[src/rtl/mips_pkg.sv]
// Shared MIPS core definitions: fetch FSM states, the IF/ID entry type and
// the reset fetch address.
package mips_pkg;

    localparam logic [31:0] NOP_INSTR        = 32'h0000_0000;
    localparam logic [31:0] DEFAULT_RESET_PC = 32'h0000_0000;

    typedef enum logic [1:0] {
        FETCH,
        FULL,
        DROP
    } fetch_state_e;

    typedef struct packed {
        logic [31:0] instr;
        logic [31:0] pc;
    } fetch_entry_t;

    function automatic logic [31:0] word_align(input logic [31:0] addr);
        return {addr[31:2], 2'b00};
    endfunction

endpackage

[src/rtl/instr_fetch_if.sv]
// Instruction-memory request/acknowledge bus between the fetch stage (master)
// and instruction memory (slave).
interface instr_fetch_if;

    logic        imem_req;
    logic [31:0] imem_addr;
    logic        imem_ack;
    logic [31:0] imem_rdata;

    modport master (output imem_req, output imem_addr, input imem_ack, input imem_rdata);
    modport slave  (input imem_req, input imem_addr, output imem_ack, output imem_rdata);

endinterface

[src/rtl/fetch_skid_buffer.sv]
// One-entry {instr, pc} holding register that absorbs a fetched word while
// the IF/ID register is stalled.
module fetch_skid_buffer
    import mips_pkg::*;
(
    input  logic         clk,
    input  logic         reset,
    input  logic         wr_en,
    input  logic         clr,
    input  fetch_entry_t wr_entry,
    output logic         valid,
    output fetch_entry_t entry
);

    logic         valid_q, valid_d;
    fetch_entry_t entry_q, entry_d;

    always_comb begin
        valid_d = valid_q;
        entry_d = entry_q;
        if (clr) begin
            valid_d = 1'b0;
        end
        if (wr_en) begin
            valid_d = 1'b1;
            entry_d = wr_entry;
        end
    end

    always_ff @(posedge clk) begin
        if (reset) begin
            valid_q <= 1'b0;
            entry_q <= '0;
        end else begin
            valid_q <= valid_d;
            entry_q <= entry_d;
        end
    end

    assign valid = valid_q;
    assign entry = entry_q;

endmodule

[src/rtl/instr_fetch.sv]
// MIPS instruction-fetch stage: PC, imem req/ack, skid buffer and IF/ID register.
// Define BRANCH_DELAY_SLOT_EN to keep the sequential word after a redirect.
module instr_fetch
    import mips_pkg::*;
#(
    parameter logic [31:0] RESET_PC = DEFAULT_RESET_PC
) (
    input  logic               clk,
    input  logic               reset,
    instr_fetch_if.master      imem,
    input  logic               stall,
    input  logic               redirect_valid,
    input  logic [31:0]        redirect_pc,
    output logic [31:0]        instruction,
    output logic [31:0]        instr_pc,
    output logic               instr_valid
);

    fetch_state_e state_q, state_d;
    logic [31:0]  pc_q, pc_d;
    logic [31:0]  addr_q, addr_d;
    logic [31:0]  instr_q, instr_d;
    logic [31:0]  ipc_q, ipc_d;
    logic         valid_q, valid_d;
    logic         req_q, req_d;

    logic         ack, redirect, out_free;
    logic [31:0]  target, next_seq;
    logic         skid_wr, skid_clr, skid_valid;
    fetch_entry_t skid_entry, fetched;

`ifdef BRANCH_DELAY_SLOT_EN
    logic         pend_q, pend_d;
    logic [31:0]  tgt_q, tgt_d;
    assign next_seq = pend_q ? tgt_q : pc_q + 32'd4;
`else
    assign next_seq = pc_q + 32'd4;
`endif

    assign ack      = imem.imem_ack & req_q;
    assign redirect = redirect_valid & ~stall;
    assign target   = word_align(redirect_pc);
    assign out_free = ~valid_q | ~stall;
    assign fetched  = '{instr: imem.imem_rdata, pc: addr_q};

    fetch_skid_buffer u_skid (
        .clk      (clk),
        .reset    (reset),
        .wr_en    (skid_wr),
        .clr      (skid_clr),
        .wr_entry (fetched),
        .valid    (skid_valid),
        .entry    (skid_entry)
    );

    always_comb begin
        state_d  = state_q;
        pc_d     = pc_q;
        addr_d   = addr_q;
        instr_d  = instr_q;
        ipc_d    = ipc_q;
        valid_d  = valid_q;
        req_d    = req_q;
        skid_wr  = 1'b0;
        skid_clr = 1'b0;
`ifdef BRANCH_DELAY_SLOT_EN
        pend_d   = pend_q;
        tgt_d    = tgt_q;
`endif
        case (state_q)
            FETCH: begin
                req_d = 1'b1;
                if (redirect) begin
`ifdef BRANCH_DELAY_SLOT_EN
                    // The in-flight sequential word is the delay slot: keep it and
                    // park the target until its ack if it has not returned yet.
                    if (ack) begin
                        instr_d = fetched.instr;
                        ipc_d   = fetched.pc;
                        valid_d = 1'b1;
                        pc_d    = target;
                        addr_d  = target;
                        pend_d  = 1'b0;
                    end else if (req_q) begin
                        valid_d = 1'b0;
                        pend_d  = 1'b1;
                        tgt_d   = target;
                    end else begin
                        valid_d = 1'b0;
                        pc_d    = target;
                        addr_d  = target;
                    end
`else
                    valid_d = 1'b0;
                    pc_d    = target;
                    if (req_q && !imem.imem_ack) begin
                        state_d = DROP;
                    end else begin
                        addr_d = target;
                    end
`endif
                end else if (ack) begin
                    pc_d   = next_seq;
                    addr_d = next_seq;
`ifdef BRANCH_DELAY_SLOT_EN
                    pend_d = 1'b0;
`endif
                    if (out_free) begin
                        instr_d = fetched.instr;
                        ipc_d   = fetched.pc;
                        valid_d = 1'b1;
                    end else begin
                        skid_wr = 1'b1;
                        state_d = FULL;
                        req_d   = 1'b0;
                    end
                end else if (!stall) begin
                    valid_d = 1'b0;
                end
            end
            FULL: begin
                if (redirect || !stall) begin
                    skid_clr = 1'b1;
                    state_d  = FETCH;
                    req_d    = 1'b1;
                    instr_d  = skid_entry.instr;
                    ipc_d    = skid_entry.pc;
                    valid_d  = 1'b1;
                end
                if (redirect) begin
                    pc_d   = target;
                    addr_d = target;
`ifndef BRANCH_DELAY_SLOT_EN
                    valid_d = 1'b0;
`endif
                end
            end
            DROP: begin
                valid_d = 1'b0;
                if (redirect) begin
                    pc_d = target;
                end
                if (ack) begin
                    state_d = FETCH;
                    addr_d  = redirect ? target : pc_q;
                end
            end
            default: state_d = FETCH;
        endcase
    end

    always_ff @(posedge clk) begin
        if (reset) begin
            state_q <= FETCH;
            pc_q    <= RESET_PC;
            addr_q  <= RESET_PC;
            instr_q <= NOP_INSTR;
            ipc_q   <= '0;
            valid_q <= 1'b0;
            req_q   <= 1'b0;
`ifdef BRANCH_DELAY_SLOT_EN
            pend_q  <= 1'b0;
            tgt_q   <= '0;
`endif
        end else begin
            state_q <= state_d;
            pc_q    <= pc_d;
            addr_q  <= addr_d;
            instr_q <= instr_d;
            ipc_q   <= ipc_d;
            valid_q <= valid_d;
            req_q   <= req_d;
`ifdef BRANCH_DELAY_SLOT_EN
            pend_q  <= pend_d;
            tgt_q   <= tgt_d;
`endif
        end
    end

    assign imem.imem_req  = req_q;
    assign imem.imem_addr = addr_q;
    assign instruction    = instr_q;
    assign instr_pc       = ipc_q;
    assign instr_valid    = valid_q;

endmodule

[src/flat_wrapper.sv]
// flat-port wrapper written by rule: the top's interface ports become plain ports
module instr_fetch_flat import mips_pkg::*;
#(
    parameter logic [31:0] RESET_PC = DEFAULT_RESET_PC
)
  (clk, reset, stall, redirect_valid, redirect_pc, instruction, instr_pc, instr_valid, imem_imem_req, imem_imem_addr, imem_imem_ack, imem_imem_rdata);
  instr_fetch_if imem_i ();
  input  logic clk;
  input  logic reset;
  input  logic stall;
  input  logic redirect_valid;
  input  logic [31:0] redirect_pc;
  output logic [31:0] instruction;
  output logic [31:0] instr_pc;
  output logic instr_valid;
  output wire logic [$bits(imem_i.imem_req)-1:0] imem_imem_req;
  output wire logic [$bits(imem_i.imem_addr)-1:0] imem_imem_addr;
  input wire logic [$bits(imem_i.imem_ack)-1:0] imem_imem_ack;
  input wire logic [$bits(imem_i.imem_rdata)-1:0] imem_imem_rdata;
  assign imem_imem_req = imem_i.imem_req;
  assign imem_imem_addr = imem_i.imem_addr;
  assign imem_i.imem_ack = imem_imem_ack;
  assign imem_i.imem_rdata = imem_imem_rdata;
  instr_fetch #(.RESET_PC(RESET_PC)) u_core (.clk(clk), .reset(reset), .imem(imem_i), .stall(stall), .redirect_valid(redirect_valid), .redirect_pc(redirect_pc), .instruction(instruction), .instr_pc(instr_pc), .instr_valid(instr_valid));
endmodule
[config.mk]
export PLATFORM = sky130hd
export DESIGN_NAME = instr_fetch_flat
export DESIGN_NICKNAME = d
export VERILOG_FILES = /design/src/rtl/mips_pkg.sv /design/src/rtl/instr_fetch_if.sv /design/src/rtl/fetch_skid_buffer.sv /design/src/rtl/instr_fetch.sv /design/src/flat_wrapper.sv
export SDC_FILE = /design/constraint.sdc
export NUM_CORES = 1
export LEC_CHECK = 0
export ABC_CLOCK_PERIOD_IN_PS = 3800
export BUFFER_PORTS_ARGS = -buffer_cell sky130_fd_sc_hd__buf_4
export CAP_MARGIN = 5
export CORE_ASPECT_RATIO = 2
export CORE_UTILIZATION = 63
export CTS_BUF_LIST = sky130_fd_sc_hd__clkbuf_8
export DETAILED_ROUTE_END_ITERATION = 12
export PLACE_DENSITY = 0.95
export SYNTH_ARGS = -nofsm -noshare
export SYNTH_HDL_FRONTEND = slang
export SYNTH_SLANG_ARGS = --single-unit
[constraint.sdc]
create_clock -name clk -period 3.8 [get_ports clk]
set_clock_uncertainty 0.1 [all_clocks]
set_input_delay 0.76 -clock clk [delete_from_list [all_inputs] [get_ports clk]]
set_output_delay 0.76 -clock clk [all_outputs]
set_load 0.02 [all_outputs]
# Word-level counts from Yosys, hierarchy flattened
# Index checks and enable logic that the tools add are counted.
dict set report word_totals {
  reg_bits 196
  in_bits 69
  elab_cells 86
}
dict set report classes {
  addsub 1
  n_eq_ne 15
  muxes 41
  bitwise 5
  n_reduce_logical 15
}
# cell count
set op_table {}
lappend op_table {{2-to-1 mux 32 bit} 15}
lappend op_table {{one-hot mux 32 bit (2 select lines)} 3}
lappend op_table {{one-hot mux 32 bit (3 select lines)} 1}
lappend op_table {{adder 32 x 3 -> 32 bit, second input constant} 1}
lappend op_table {{AND reduction 5 bit} 3}
lappend op_table {{2-to-1 mux 1 bit} 13}
lappend op_table {{2-to-1 mux 2 bit} 6}
lappend op_table {{inequality test 2 x 1 -> 1 bit, second input constant} 5}
lappend op_table {{inequality test 3 x 1 -> 1 bit, second input constant} 2}
lappend op_table {{inequality test 3 bit, second input constant} 2}
lappend op_table {{one-hot mux 2 bit (3 select lines)} 1}
lappend op_table {{inequality test 4 x 2 -> 1 bit, second input constant} 1}
lappend op_table {{inequality test 4 bit, second input constant} 1}
lappend op_table {{AND reduction 2 bit} 2}
lappend op_table {{AND reduction 4 bit} 1}
lappend op_table {{nonzero test 2 bit} 2}
lappend op_table {{inequality test 3 x 2 -> 1 bit, second input constant} 1}
lappend op_table {{one-hot mux 1 bit (3 select lines)} 1}
lappend op_table {{nonzero test 3 bit} 1}
lappend op_table {{bitwise AND 1 bit} 2}
lappend op_table {{== test 2 x 1 -> 1 bit, second input constant} 1}
lappend op_table {{== test 2 bit, second input constant} 1}
lappend op_table {{logical NOT 1 bit} 2}
lappend op_table {{logical NOT 2 bit} 1}
lappend op_table {{other kinds (7)} 8}

# Longest topological paths before layout
dict set report depth {
  depth_word 6
  depth_mapped 10
}

# Cells and area by module
# From an unflattened synthesis, not the netlist that was laid out.
dict set report hier_totals {
  cells_unflattened 1108
  hier_area_um2 9506.6
}
# mod n_inst cells_each area_each_um2 seq_area_each_um2
set by_module_without_submodules {}
lappend by_module_without_submodules {instr_fetch 1 898 7161.9 2642.5}
lappend by_module_without_submodules {fetch_skid_buffer 1 210 2344.7 1301.2}

# Worst setup path before layout
# No wires, ideal clock.
dict set report synth_timing {
  path_type {input-to-reg}
  start {in stall}
  end {reg u_core.addr_q[5], in the netlist u_core.imem.imem_addr[5]}
  setup_ns 0.128
  arrival_ns 2.233
  required_ns 3.572
  slack_ns 1.339
  stages 5
  n_path_buf 1
  path_cell_list {or4b_1 a221o_1 buf_2 a222oi_1 nor2_1}
}
dict set report synth_between {
  elab_chain_cells 5
  elab_cells_between_ends 10
  classes_between {3 x eq/ne; 4 x mux; 2 x bitwise; 1 x reduce/logical}
}
# item line
set synth_rtl {}
lappend synth_rtl {{from (decl)} flat_wrapper.sv:10} ;# input logic stall;
lappend synth_rtl {{NOT 1 bit (*)} instr_fetch.sv:41} ;# assign redirect = redirect_valid & ~stall;
lappend synth_rtl {{bitwise AND 1 bit (*)} instr_fetch.sv:41}
lappend synth_rtl {{2-to-1 mux 32 bit} -}
lappend synth_rtl {{2-to-1 mux 32 bit} instr_fetch.sv:143} ;# if (ack) begin
lappend synth_rtl {{one-hot mux 32 bit (3 select lines)} instr_fetch.sv:70} ;# case (state_q)
lappend synth_rtl {{to (signal assigned)} instr_fetch.sv:168} ;# addr_q <= addr_d;
lappend synth_rtl {{to (decl)} instr_fetch.sv:21} ;# logic [31:0] addr_q, addr_d;
# Mark *: on every way between the ends. The rest lies on a longest branch, timed or not. The select of a mux whose other input is x is not followed.
# A chain may end at the register's enable or synchronous reset.

# Worst setup path in the final report
dict set report layout_timing {
  start {reg u_core.state_q[0]}
  end {reg u_core.addr_q[19], in the netlist u_core.imem.imem_addr[19]}
}
dict set report layout_between {
  elab_chain_cells 3
  elab_cells_between_ends 10
  classes_between {6 x eq/ne; 1 x mux; 3 x reduce/logical}
}
# item line
set layout_rtl {}
lappend layout_rtl {{from (decl)} instr_fetch.sv:19} ;# fetch_state_e state_q, state_d;
lappend layout_rtl {{from (signal assigned)} instr_fetch.sv:166} ;# state_q <= state_d;
lappend layout_rtl {{== test 2 x 1 -> 1 bit, or another cell as far along} instr_fetch.sv:70}
lappend layout_rtl {{inequality test 2 x 1 -> 1 bit (no line), or another cell as far along} -}
lappend layout_rtl {{AND reduction 5 bit (no line)} -}
# Parallel ways exist; a longest one is shown, timed or not.

==> flow_summary.yaml <==
status:
  outcome: "finished, final reports clean"
global_route:
  antenna_found_initial: 0
  grt_max_degree: 176
  grt_usage_pct: 36.4
  grt_pass1_vias: 9228
  grt_pass1_wl_mm: 44.6
  grt_overflow: 0
detailed_routing:
  drtIter0Drc: 750
  final_antenna_net_count: 0
  drt-total-wl_mm: 29.1
  post-route-drc-count: 0
  detail_route.wl_per_cell_um: 19.2
  first_pass_iters: 7
  vias: 9790
  viasPerCell: 6.48
sta:
  period_share_pct: 77.7
  tightest_slew_ns: 1.10
  hold_slack_ns: 0.359
  fmax_ghz: 0.339
  setup_viol: 0
  period_needed_ns: 2.95
  max_slew_margin_pct: 26.4
  rsz0062_at_grt: "no"
  fin_ws_ns: 0.847
  finalMaxSlewViolations: 0
  timing.setup.tns_ns: 0
  finalHoldViolations: 0
synth:
  synth.avg_cell_area_um2: 8.04
  synth_ff_type: "dfxtp_1"
  ys_warn_count: 0
  ys_seq_area_share_pct: 40.6
  synth_cell_types: 68
  ys_async_sr_fraction_pct: 0
  synth_area_leaders: "dfxtp_1, mux2i_1, nand2_1"
  synth_common_cells: "nand2_1, dfxtp_1, nor2_1"
  synth_top_area_cell: "dfxtp_1"
  synth_most_common_cell: "nand2_1"
  ys_seq_elements: 196
  synth_area_mm2: 0.00967
  synth_top_cell_area_share_pct: 40.6
  postSynthCellCount: 1203
  synth_nets: 1277
  synth_enable_flop_cells: 0
floorplan:
  rows: 63
  core-area_mm2: 0.0149
  die_h_um: 177
  ios: 167
  start_util_pct: 64.9
  die_w_um: 89.6
  dieArea_mm2: 0.0159
critical_path:
  cp-start-kind: "register"
  critPathKind: "reg2reg"
  required_ns: 4.12
  path_max_fanout: 19
  end_kind: "register"
  arrival_ns: 3.27
clock_network:
  cts.sinks: 196
  root_buffer: "clkbuf_8"
  cts.path.max_buffers: 2
  cts_max_level: 4
  cts_tree: "built"
  clkLatencyLatePin_ns: 0.48
  post-cts-setup-buffers: 0
  clk_pin_slew_ns: 0.11
  cts_resized: 0
  cts_hold_buf: 0
  cts_buffers: 17
placement:
  io_buffers: 164
  gp_congestion: 0.972
  post-place-ws_ns: 0.804
  hpwl_mm: 19.5
power:
  vdd_drop_max_mv: 0.279
  pwr_density_cell_mw_per_mm2: 473
  static-leakage-power_nw: 4.07
finish:
  antenna_cells: 0
  multi_input_area_mm2: 0.00532
  drive_gt1_share_pct: 18.3
  fill_cells: 1029
  area.sequential_mm2: 0.00392
  syn_to_final_growth_pct: 17.7
  layout.nets: 1376
  final_util_pct: 76.4
hold_path:
  hp-class: "reg2reg"
run:
  maxCapViolations: 0
[metrics by stage]
stage	cell area (µm²)	cells	power, W
finish	11400	1510	0.00538
global route	11400	1510	0.00560
CTS	11400	1510	0.00534
detailed placement	11000	1478	0.00399
global placement	11000	1478	0.00394
floorplan	9670	1203	0.00340
[placed cells by master (no fill, tap or decap), drive strengths merged, types with 5 or more instances in the layout]
| cell | n |
|---|---|
| mux2i | 79 |
| o32ai | 5 |
| nand3 | 27 |
| o21ai | 48 |
| clkbuf | 19 |
| xor2 | 8 |
| inv | 15 |
| dfxtp | 196 |
| or3 | 7 |
| xnor2 | 6 |
| nor2 | 125 |
| nand4 | 10 |
| a221oi | 10 |
| o211ai | 6 |
| nand2 | 198 |
| a211oi | 76 |
| buf | 186 |
| a22oi | 14 |
| a31oi | 20 |
| ha | 5 |
| nor4 | 14 |
| a21oi | 121 |
| nor3b | 5 |
| clkinv | 7 |
| nor3 | 20 |
| and2 | 5 |
[power breakdown]
| group | leakage (nW) | internal (W) | switching (W) | total [W] |
|---|---|---|---|---|
| Clock | 0.207 | 0.000630 | 0.000762 | 0.00139 |
| Combinational | 2.26 | 0.000604 | 0.000917 | 0.00152 |
| Sequential | 1.60 | 0.00224 | 0.000220 | 0.00246 |
| Total | 4.07 | 0.00348 | 0.00190 | 0.00538 |
[routing by layer]
metal  share of wire [%]  global-route usage, %  routed length [µm]  vias to the layer above
met5                   0                      0                   0                        -
met3                 7.9                   7.84                2300                      167
li1                    -                      -                   -                     4541
met2                  50                   61.4               14400                      583
met1                  36                   39.0               10400                     4499
met4                 6.9                   25.5                2000                        0
[registers in the layout, summed over array words and instances (netlist names)]
signal                 flops
u_core.imem.imem_req       1
u_core.u_skid.entry       64
u_core.state_q             2
u_core.instr_valid         1
u_core.imem.imem_addr     32
u_core.instruction        32
u_core.pc_q               32
u_core.instr_pc           32
[layout make-up]
class	count	share of cell area, %
clock inverter	13	1.30
inverter	12	0.396
tap	195	2.14
sequential	196	34.5
clock buffer	19	2.30
timing repair buffer	186	12.6
multi-input combinational	889	46.8
[worst max-delay path, stage by stage, from the launching register on]
cell      delay [ns]
dfxtp_1         0.43
inv_1           0.10
ha_1            0.29
or4b_1          0.57
a221o_1         0.46
buf_4           0.27
nor2_1          0.37
o211ai_1        0.16
o22ai_1         0.15
[kinds of logic (layout without fill, tap and decap cells)]
| logic type | Yosys count | after routing | synth area share [%] |
|---|---|---|---|
| mux | 81 | 81 | 8.41 |
| buf+inv | 118 | 230 | 5.05 |
| fa+ha+maj | 5 | 5 | 0.647 |
| xor+xnor | 14 | 14 | 1.27 |
| compound gates | 359 | 359 | 24.3 |
| flops | 196 | 196 | 40.6 |
| simple gates | 430 | 430 | 19.7 |
[final timing paths]
path                                              from                                endpoint  slack [ns]  depth (start not counted)
hold / removal    u_core.u_skid.entry[16]$_SDFFE_PP0P_    u_core.u_skid.entry[16]$_SDFFE_PP0P_        0.36                          2
setup reg to reg        u_core.state_q[0]$_SDFFE_PP0P_  u_core.imem.imem_addr[19]$_SDFFE_PP0P_        0.85                          8
setup / recovery        u_core.state_q[0]$_SDFFE_PP0P_  u_core.imem.imem_addr[19]$_SDFFE_PP0P_        0.85                          8
hold reg to reg   u_core.u_skid.entry[16]$_SDFFE_PP0P_    u_core.u_skid.entry[16]$_SDFFE_PP0P_        0.36                          2
No activity file was read; power rests on OpenSTA's default activity.
